$ cat src/rtl/wb_group_arbiter.sv
// -----------------------------------------------------------------------------
// wb_group_arbiter
//
// Round-robin arbiter that lets NUM_UNITS writeback units share a single
// register-bank commit port. Each cycle at most one pending unit is acked.
// Its destination address, data and instruction id are registered onto the
// commit port one cycle later. Writes to physical register 0 are acked but
// never committed.
//
// Ports
//   clk, rst_n          : clock, asynchronous active-low reset
//   unit_valid[k]       : unit k has a result pending
//   unit_phys_addr      : packed per-unit destination register (slice k)
//   unit_data           : packed per-unit result data (slice k)
//   unit_id             : packed per-unit instruction id (slice k)
//   unit_ack[k]         : combinational one-hot-or-zero accept strobe
//   writeback_supress   : global stall; no results accepted while high
//   commit_valid        : registered commit packet valid
//   commit_phys_addr    : registered commit destination register
//   commit_data         : registered commit data
//   commit_id           : registered commit instruction id
// -----------------------------------------------------------------------------
module wb_group_arbiter #(
  parameter int NUM_UNITS   = 4,  // legal range 2..8
  parameter int DATA_WIDTH  = 32,
  parameter int PHYS_ADDR_W = 6,
  parameter int ID_W        = 3
) (
  input  logic                              clk,
  input  logic                              rst_n,
  input  logic [NUM_UNITS-1:0]              unit_valid,
  input  logic [NUM_UNITS*PHYS_ADDR_W-1:0]  unit_phys_addr,
  input  logic [NUM_UNITS*DATA_WIDTH-1:0]   unit_data,
  input  logic [NUM_UNITS*ID_W-1:0]         unit_id,
  output logic [NUM_UNITS-1:0]              unit_ack,
  input  logic                              writeback_supress,
  output logic                              commit_valid,
  output logic [PHYS_ADDR_W-1:0]            commit_phys_addr,
  output logic [DATA_WIDTH-1:0]             commit_data,
  output logic [ID_W-1:0]                   commit_id
);

  localparam int PTR_W = $clog2(NUM_UNITS);

  logic [PTR_W-1:0]       r_ptr;
  logic [PTR_W-1:0]       w_ptr_next;
  logic [NUM_UNITS-1:0]   w_req_hi;   // valid units at or above the pointer
  logic [NUM_UNITS-1:0]   w_req;      // request set the winner is picked from
  logic [NUM_UNITS-1:0]   w_pick;     // lowest set bit of w_req
  logic                   w_grant;
  logic [PHYS_ADDR_W-1:0] w_sel_addr;
  logic [DATA_WIDTH-1:0]  w_sel_data;
  logic [ID_W-1:0]        w_sel_id;
  logic                   w_commit;

  // Grant search. Searching upward from r_ptr with wrap-around is the same as
  // taking the lowest valid unit at or above r_ptr. If there is none, take the
  // lowest valid unit overall. This avoids a modulo on a variable index.
  always_comb begin
    // NOTE: every signal written here gets a default first, so no path can
    // leave one unassigned and infer a latch.
    w_req_hi   = '0;
    w_pick     = '0;
    unit_ack   = '0;
    w_grant    = 1'b0;
    w_ptr_next = r_ptr;
    w_sel_addr = '0;
    w_sel_data = '0;
    w_sel_id   = '0;

    for (int k = 0; k < NUM_UNITS; k++) begin
      w_req_hi[k] = unit_valid[k] && (k >= int'(r_ptr));
    end
    w_req = (|w_req_hi) ? w_req_hi : unit_valid;

    for (int k = 0; k < NUM_UNITS; k++) begin
      if (w_req[k] && (w_pick == '0)) begin
        w_pick[k] = 1'b1;
      end
    end

    // Reset and stall both mask the grant, so neither the ack nor the pointer
    // can move while either one is active.
    if (rst_n && !writeback_supress && (w_pick != '0)) begin
      w_grant  = 1'b1;
      unit_ack = w_pick;
      for (int k = 0; k < NUM_UNITS; k++) begin
        if (w_pick[k]) begin
          w_sel_addr = unit_phys_addr[k*PHYS_ADDR_W +: PHYS_ADDR_W];
          w_sel_data = unit_data[k*DATA_WIDTH +: DATA_WIDTH];
          w_sel_id   = unit_id[k*ID_W +: ID_W];
          w_ptr_next = (k == NUM_UNITS-1) ? '0 : PTR_W'(k + 1);
        end
      end
    end
  end

  // A transfer to register 0 still consumes the grant but carries nothing.
  assign w_commit = w_grant && (w_sel_addr != '0);

  always_ff @(posedge clk or negedge rst_n) begin
    if (!rst_n) begin
      r_ptr            <= '0;
      commit_valid     <= 1'b0;
      commit_phys_addr <= '0;
      commit_data      <= '0;
      commit_id        <= '0;
    end else begin
      // NOTE: state is updated with non-blocking assignments so every register
      // samples the pre-edge values, independent of statement order.
      commit_valid <= w_commit;
      if (w_grant) begin
        r_ptr <= w_ptr_next;
      end
      // The payload holds its last committed value when nothing is committed.
      if (w_commit) begin
        commit_phys_addr <= w_sel_addr;
        commit_data      <= w_sel_data;
        commit_id        <= w_sel_id;
      end
    end
  end

endmodule

$ cat config.mk
export PLATFORM = sky130hd
export DESIGN_NAME = wb_group_arbiter
export DESIGN_NICKNAME = d
export VERILOG_FILES = /design/src/rtl/wb_group_arbiter.sv
export SDC_FILE = /design/constraint.sdc
export NUM_CORES = 1
export LEC_CHECK = 0
export ABC_AREA = 1
export CORE_ASPECT_RATIO = 0.75
export CORE_MARGIN = 4
export CORE_UTILIZATION = 50
export CTS_CLUSTER_DIAMETER = 100
export DETAILED_ROUTE_END_ITERATION = 7
export DONT_BUFFER_PORTS = 1
export PLACE_DENSITY = 0.66
export SETUP_SLACK_MARGIN = 0.4
export SYNTH_ARGS = -nofsm -noshare
export SYNTH_HDL_FRONTEND = slang
export SYNTH_SLANG_ARGS = --single-unit
$ cat constraint.sdc
create_clock -name clk -period 3.8 [get_ports clk]
set_input_delay 0.38 -clock clk [delete_from_list [all_inputs] [get_ports clk]]
set_output_delay 0.38 -clock clk [all_outputs]
set_load 0.01 [all_outputs]
* Word-level counts from Yosys, hierarchy flattened
Cells that the tools add are included.
** Cells by class
- Add/subtract/negate cells :: 0
- Multiply operators :: 0
- Divide/modulo/power cells :: 0
- Magnitude comparators :: 3
- Equality and inequality tests :: 0
- Shift operators :: 0
- Muxes and demuxes :: 26
- Bitwise operators :: 1
- Reductions and logical operators :: 16
** Operators with widths (number)
- 32-bit two-way mux :: 5
- 6-bit two-way mux :: 5
- 3-bit two-way mux :: 6
- 1-bit logical AND :: 9
- 2-bit two-way mux :: 4
- 6-bit nonzero test :: 1
- 1-bit two-way mux :: 5
- 1-bit by 2-bit >= comparator with 1-bit output, first input constant :: 2
- 4-bit two-way mux :: 1
- 4-bit nonzero test :: 1
- 4-bit OR reduction :: 1
- 3-bit logical NOT :: 1
- 3-bit AND reduction :: 1
- 2-bit >= comparator, first input constant :: 1
- 2-bit logical NOT :: 1
- 1-bit logical NOT :: 1
- 1-bit NOT :: 1
** Storage, ports and cells
- Flip-flop bits (word level) :: 44
- Latch bits :: 0
- Memory bits (writable) :: 0
- ROM bits :: 0
- Bits of input ports :: 171
- Output and inout bits :: 46
- Memories :: 0

* Longest topological paths before layout
- Depth in word-level cells :: 19
- Gate-level depth with buffers :: 16
- Mapped depth without buffers :: 15

* Worst setup path before layout
No wires, ideal clock.
- Path type :: reg2out
- Start :: reg r_ptr[1]
- End :: out unit_ack[1]
- Arrival :: 1.603 ns
- Setup slack :: 1.817 ns
- Cell stages (with the launch flop) :: 11
- Buffers on the path :: 2
- Cell sequence :: dfrtp_1 > inv_2 > a21oi_1 > nand2_1 > nand2_1 > nand2_2 > nor2_4 > buf_2 > buf_1 > nand2_1 > inv_1
** Between the ends
- Longest elaborated chain between the ends :: 17
- Elaborated cells on any way between the ends :: 21
- Classes of those cells :: 3 x order compare; 6 x mux; 1 x bitwise; 11 x reduce/logical
** RTL lines
- start: declaration :: RTL line 45 : logic [PTR_W-1:0] r_ptr;
- start signal: assignment :: RTL line 113 : r_ptr <= w_ptr_next;
- 1-bit by 2-bit >= comparator with 1-bit output or 2-bit >= comparator (tied branches) :: RTL line 72 : w_req_hi[k] = unit_valid[k] && (k >= int'(r_ptr));
- 1-bit logical AND :: RTL line 72
- 4-bit OR reduction :: RTL line 74 : w_req = (|w_req_hi) ? w_req_hi : unit_valid;
- 3-bit two-way mux * :: RTL line 74
- 1-bit two-way mux :: RTL line 77 : if (w_req[k] && (w_pick == '0)) begin
- 1-bit NOT :: RTL line 77
- 1-bit logical AND :: RTL line 77
- 1-bit two-way mux :: RTL line 77
- 2-bit logical NOT :: RTL line 77
- 1-bit logical AND :: RTL line 77
- 1-bit two-way mux :: RTL line 77
- 3-bit logical NOT :: RTL line 77
- 1-bit logical AND :: RTL line 77
- 1-bit two-way mux :: RTL line 77
- 4-bit nonzero test (no line)
- 1-bit logical AND :: RTL line 84 : if (rst_n && !writeback_supress && (w_pick != '0)) begin
- 4-bit two-way mux * :: RTL line 84
- end: declaration :: RTL line 35 : output logic [NUM_UNITS-1:0] unit_ack,
Every way passes the cells marked *; elsewhere a longest branch is shown, timed or not.

* Final worst setup path
- Start :: reg r_ptr[1]
- End :: reg commit_data[19]
** Between the ends
- Longest elaborated chain between the ends :: 19
- Elaborated cells on any way between the ends :: 33
- Classes of those cells :: 3 x order compare; 16 x mux; 1 x bitwise; 13 x reduce/logical
** RTL lines
- 1-bit by 2-bit >= comparator with 1-bit output or 2-bit >= comparator (tied branches) :: RTL line 72
- 1-bit logical AND :: RTL line 72
- 4-bit OR reduction :: RTL line 74
- 3-bit two-way mux * :: RTL line 74
- 1-bit two-way mux :: RTL line 77
- 1-bit NOT :: RTL line 77
- 1-bit logical AND :: RTL line 77
- 1-bit two-way mux :: RTL line 77
- [... 3 more ...]
- 3-bit logical NOT :: RTL line 77
- 1-bit logical AND :: RTL line 77
- 1-bit two-way mux :: RTL line 77
- 4-bit nonzero test (no line)
- 1-bit logical AND :: RTL line 84
- 6-bit two-way mux :: RTL line 84
- 6-bit nonzero test :: RTL line 99 : assign w_commit = w_grant && (w_sel_addr != '0);
- 1-bit logical AND :: RTL line 99
- end signal: assignment :: RTL line 118 : commit_data <= w_sel_data;
- end: declaration :: RTL line 39 : output logic [DATA_WIDTH-1:0] commit_data,
Marked as above.
A chain may end at the register's enable or synchronous reset.

==> reports/summary.txt <==
Max Cap Viol - 0
Residual DRC count - 0
Pin count of the biggest net entering global routing - 45
Routed Antenna Nets - 0
Post-DR wirelength/cell - 18.71 microns
Synth Register Bits - 44
Syn_area_per_cell - 6.822 sq um
Post-Synth Adder-Cell Area - 0%
Final Util - 55.29%
Power per Cell Area - 680.8 nW/um^2
Nets - 588
Reg-to-reg endpoint - commit_data[19]
First-pass GRT wire length - 13210 microns
Routed Wire Length - 9206 microns
Area Overhead vs Synth - 3.848%
Port Buffer Count - 0
Met2 WL - 4435 microns
Post-DP HPWL - 6707 microns
DIE HEIGHT - 74.26 microns
Post-synthesis cell type count - 25
CTS Buf Count - 5
Crit path DAT - 3.24 ns
Sequential area share after synthesis - 37.62%
Worst-case clock buffer depth - 2
Largest family of logic cells by synthesized area - simple AND/OR/NAND/NOR gates
Row count - 23
Reg2reg start - r_ptr[1]
Worst Path Class, Setup - flip-flop to flip-flop
Slew Limit Fails - 0
Post-synthesis mux area share - 0%
Syn. warnings - 0
# diodes - 0
Xor/xnor share of the synthesized area - 0%
Post-Syn Instances - 429
Final instance area - 3039 sq um
Worst-path cell chain - inv_2, nand2_1, nand4_2, nand2_4, nor2_4, nand3_2, nor2_1, nor2_1, nand2_1, nand2_1, nor2_4, nand2_4, nand2_1, nand2_1
Worst reg2reg setup slack - 0.74 ns
Crit start category - flip-flop
Max Fanout on Critical Path - 45
Pleak - 1.537 nW
Crit-path most repeated cell - nand2_1
Area leader, netlist - dfrtp_1
Peak VDD IR - 0.3297 mV
Crit path launch - r_ptr[1]
# fillers - 549
1st-iter DRT viols - 221
Synth area leaders - dfrtp_1 (38%), nand2_1 (23%), nand3_1 (15%)
Total power - 2.069 mW
Status - complete, no violations
IO Count - 217
CP endpoint - commit_data[19]
RSZ-0062 raised after global routing - false
Normalized max-slew margin - 56.20%
Num Clock Sinks - 44
Gr usage total - 23.83%
Syn Nets - 600
Tcrit/Tclk final - 80.47%
Post-Synth Simple-Gate Area - 44.72%
Final setup viols - 0
Starting Density - 53.24%
CTS H-tree lvls - 2
CTS root buf - clkbuf_8
Commonest non-fill, non-tap cells in the layout - nand2_1 (179), nand3_1 (86), dfrtp_1 (44)
R2R cell count - 14
Fin crit period - 3.058 ns
Fmax - 327.0 MHz
Most common cell after layout, fill and taps aside - nand2_1
DR vias/cell - 6.037
Synthesized cell area - 2927 sq um
Slowest-stage cell, CP - nor2_4
CP endpoint kind - flip-flop
Placement Cell Area - 2914 sq um
Synth Area in Compound Gates - 10.82%
Top sig layer - met4
Least-Margin Pin Slew - 0.6560 ns
CTS tree - yes
Reg area - 1101 sq um
Worst-Skew Late Latency - 0.29 ns
Fin Setup TNS - 0 ns
CP peak stage delay - 0.44 ns
WL met3 - 1089 microns
Initial antenna violation count - 0
Area of the multi-input gates - 1632 sq um
Grt ovf - 0
Wl on met1 - 3608 microns
Fin. Hold Viols - 0
Worst Path Required - 3.98 ns
Die area - 7154 sq um
Routability cong. - 0.9062
Worst hold-check path type - input port to flip-flop
Clk pin slew, worst setup/hold paths - 0.09 ns
Share of cells above drive strength 1 - 6.715%
Clk_skew - 0.008760 ns
Die W - 96.34 microns
DR vias - 2970
Area share of the largest cell type after synthesis - 37.62%
Router iterations before antenna repair - 5
Core box area - 5497 sq um
Number of global-route vias before repair - 2501
==> synth_stat cells, drive strengths merged <==
master,count
nand2,183
nand3,88
dfrtp,44
a22oi,35
nor2,22
buf,17
inv,16
clkbuf,9
o21ai,6
a21oi,2
nand4,2
or2,2
a21boi,1
clkinv,1
o22ai,1
==> through the flow <==
step | cells | hold slack (ns) | setup slack (ns)
finish | 492 | 0.3089 | 0.7420
global route | 492 | 0.3096 | 0.4386
detailed placement | 482 | 0.08609 | 0.6880
CTS | 491 | 0.3056 | 0.6707
floorplan | 429 | 0.08441 | 1.817
global placement | 482 | 0.08612 | 0.7886
==> layout make-up <==
type	count	share of cell area, %
Timing Repair Buffer	6	2.223
Tap cell	75	3.088
Clock buffer	5	2.264
Multi-Input combinational cell	343	53.68
Inverter	17	2.100
Sequential cell	44	36.23
Clock inverter	2	0.4117
==> worst max-delay path, delay by kind of cell (launching register included) <==
kind,cells,cell delay [ns]
flip-flops,1,0.41
buffers and inverters,1,0.09
AND/OR/NAND/NOR,13,2.41
==> kinds of logic after synthesis <==
logic type / count (synthesis)
flops: 44
compound gates: 45
buf+inv: 43
simple gates: 297
==> power by group <==
group | internal (mW) | switching (mW) | total, mW
Clock | 0.125 | 0.156 | 0.281
Combinational | 0.288 | 0.565 | 0.852
Sequential | 0.670 | 0.265 | 0.936
Total | 1.08 | 0.986 | 2.07
==> how the worst min path moves through the flow <==
stage	depth (start not counted)	slack, ns	from	end
3_5_place_dp	0	0.09	rst_n	commit_data[22]
3_3_place_gp	0	0.09	rst_n	commit_data[22]
2_1_floorplan	0	0.08	rst_n	commit_data[0]
6_report	4	0.31	unit_id[8]	commit_id[2]
4_1_cts	4	0.31	unit_data[73]	commit_data[9]
5_1_grt	4	0.31	unit_data[99]	commit_data[3]
==> per-layer routing <==
| metal | global-route usage (%) | up-vias |
|---|---|---|
| li1 | - | 1409 |
| met1 | 32.42 | 1373 |
| met2 | 37.80 | 180 |
| met3 | 7.786 | 8 |
| met4 | 4.510 | 0 |
| met5 | 0 | - |
==> sequential cells by signal (all words and copies together) (netlist names) <==
signal and cells:
commit_data 32, commit_id 3, commit_phys_addr 6, commit_valid 1, r_ptr 2
==> what timing repair did <==
action,in CTS,in global routing
buffers inserted,0,0
gates resized for setup,0,0
hold buffers,2,0
setup endpoints to repair,0,35
hold endpoints to repair,44,0
No activity file was read; power rests on OpenSTA's default activity.
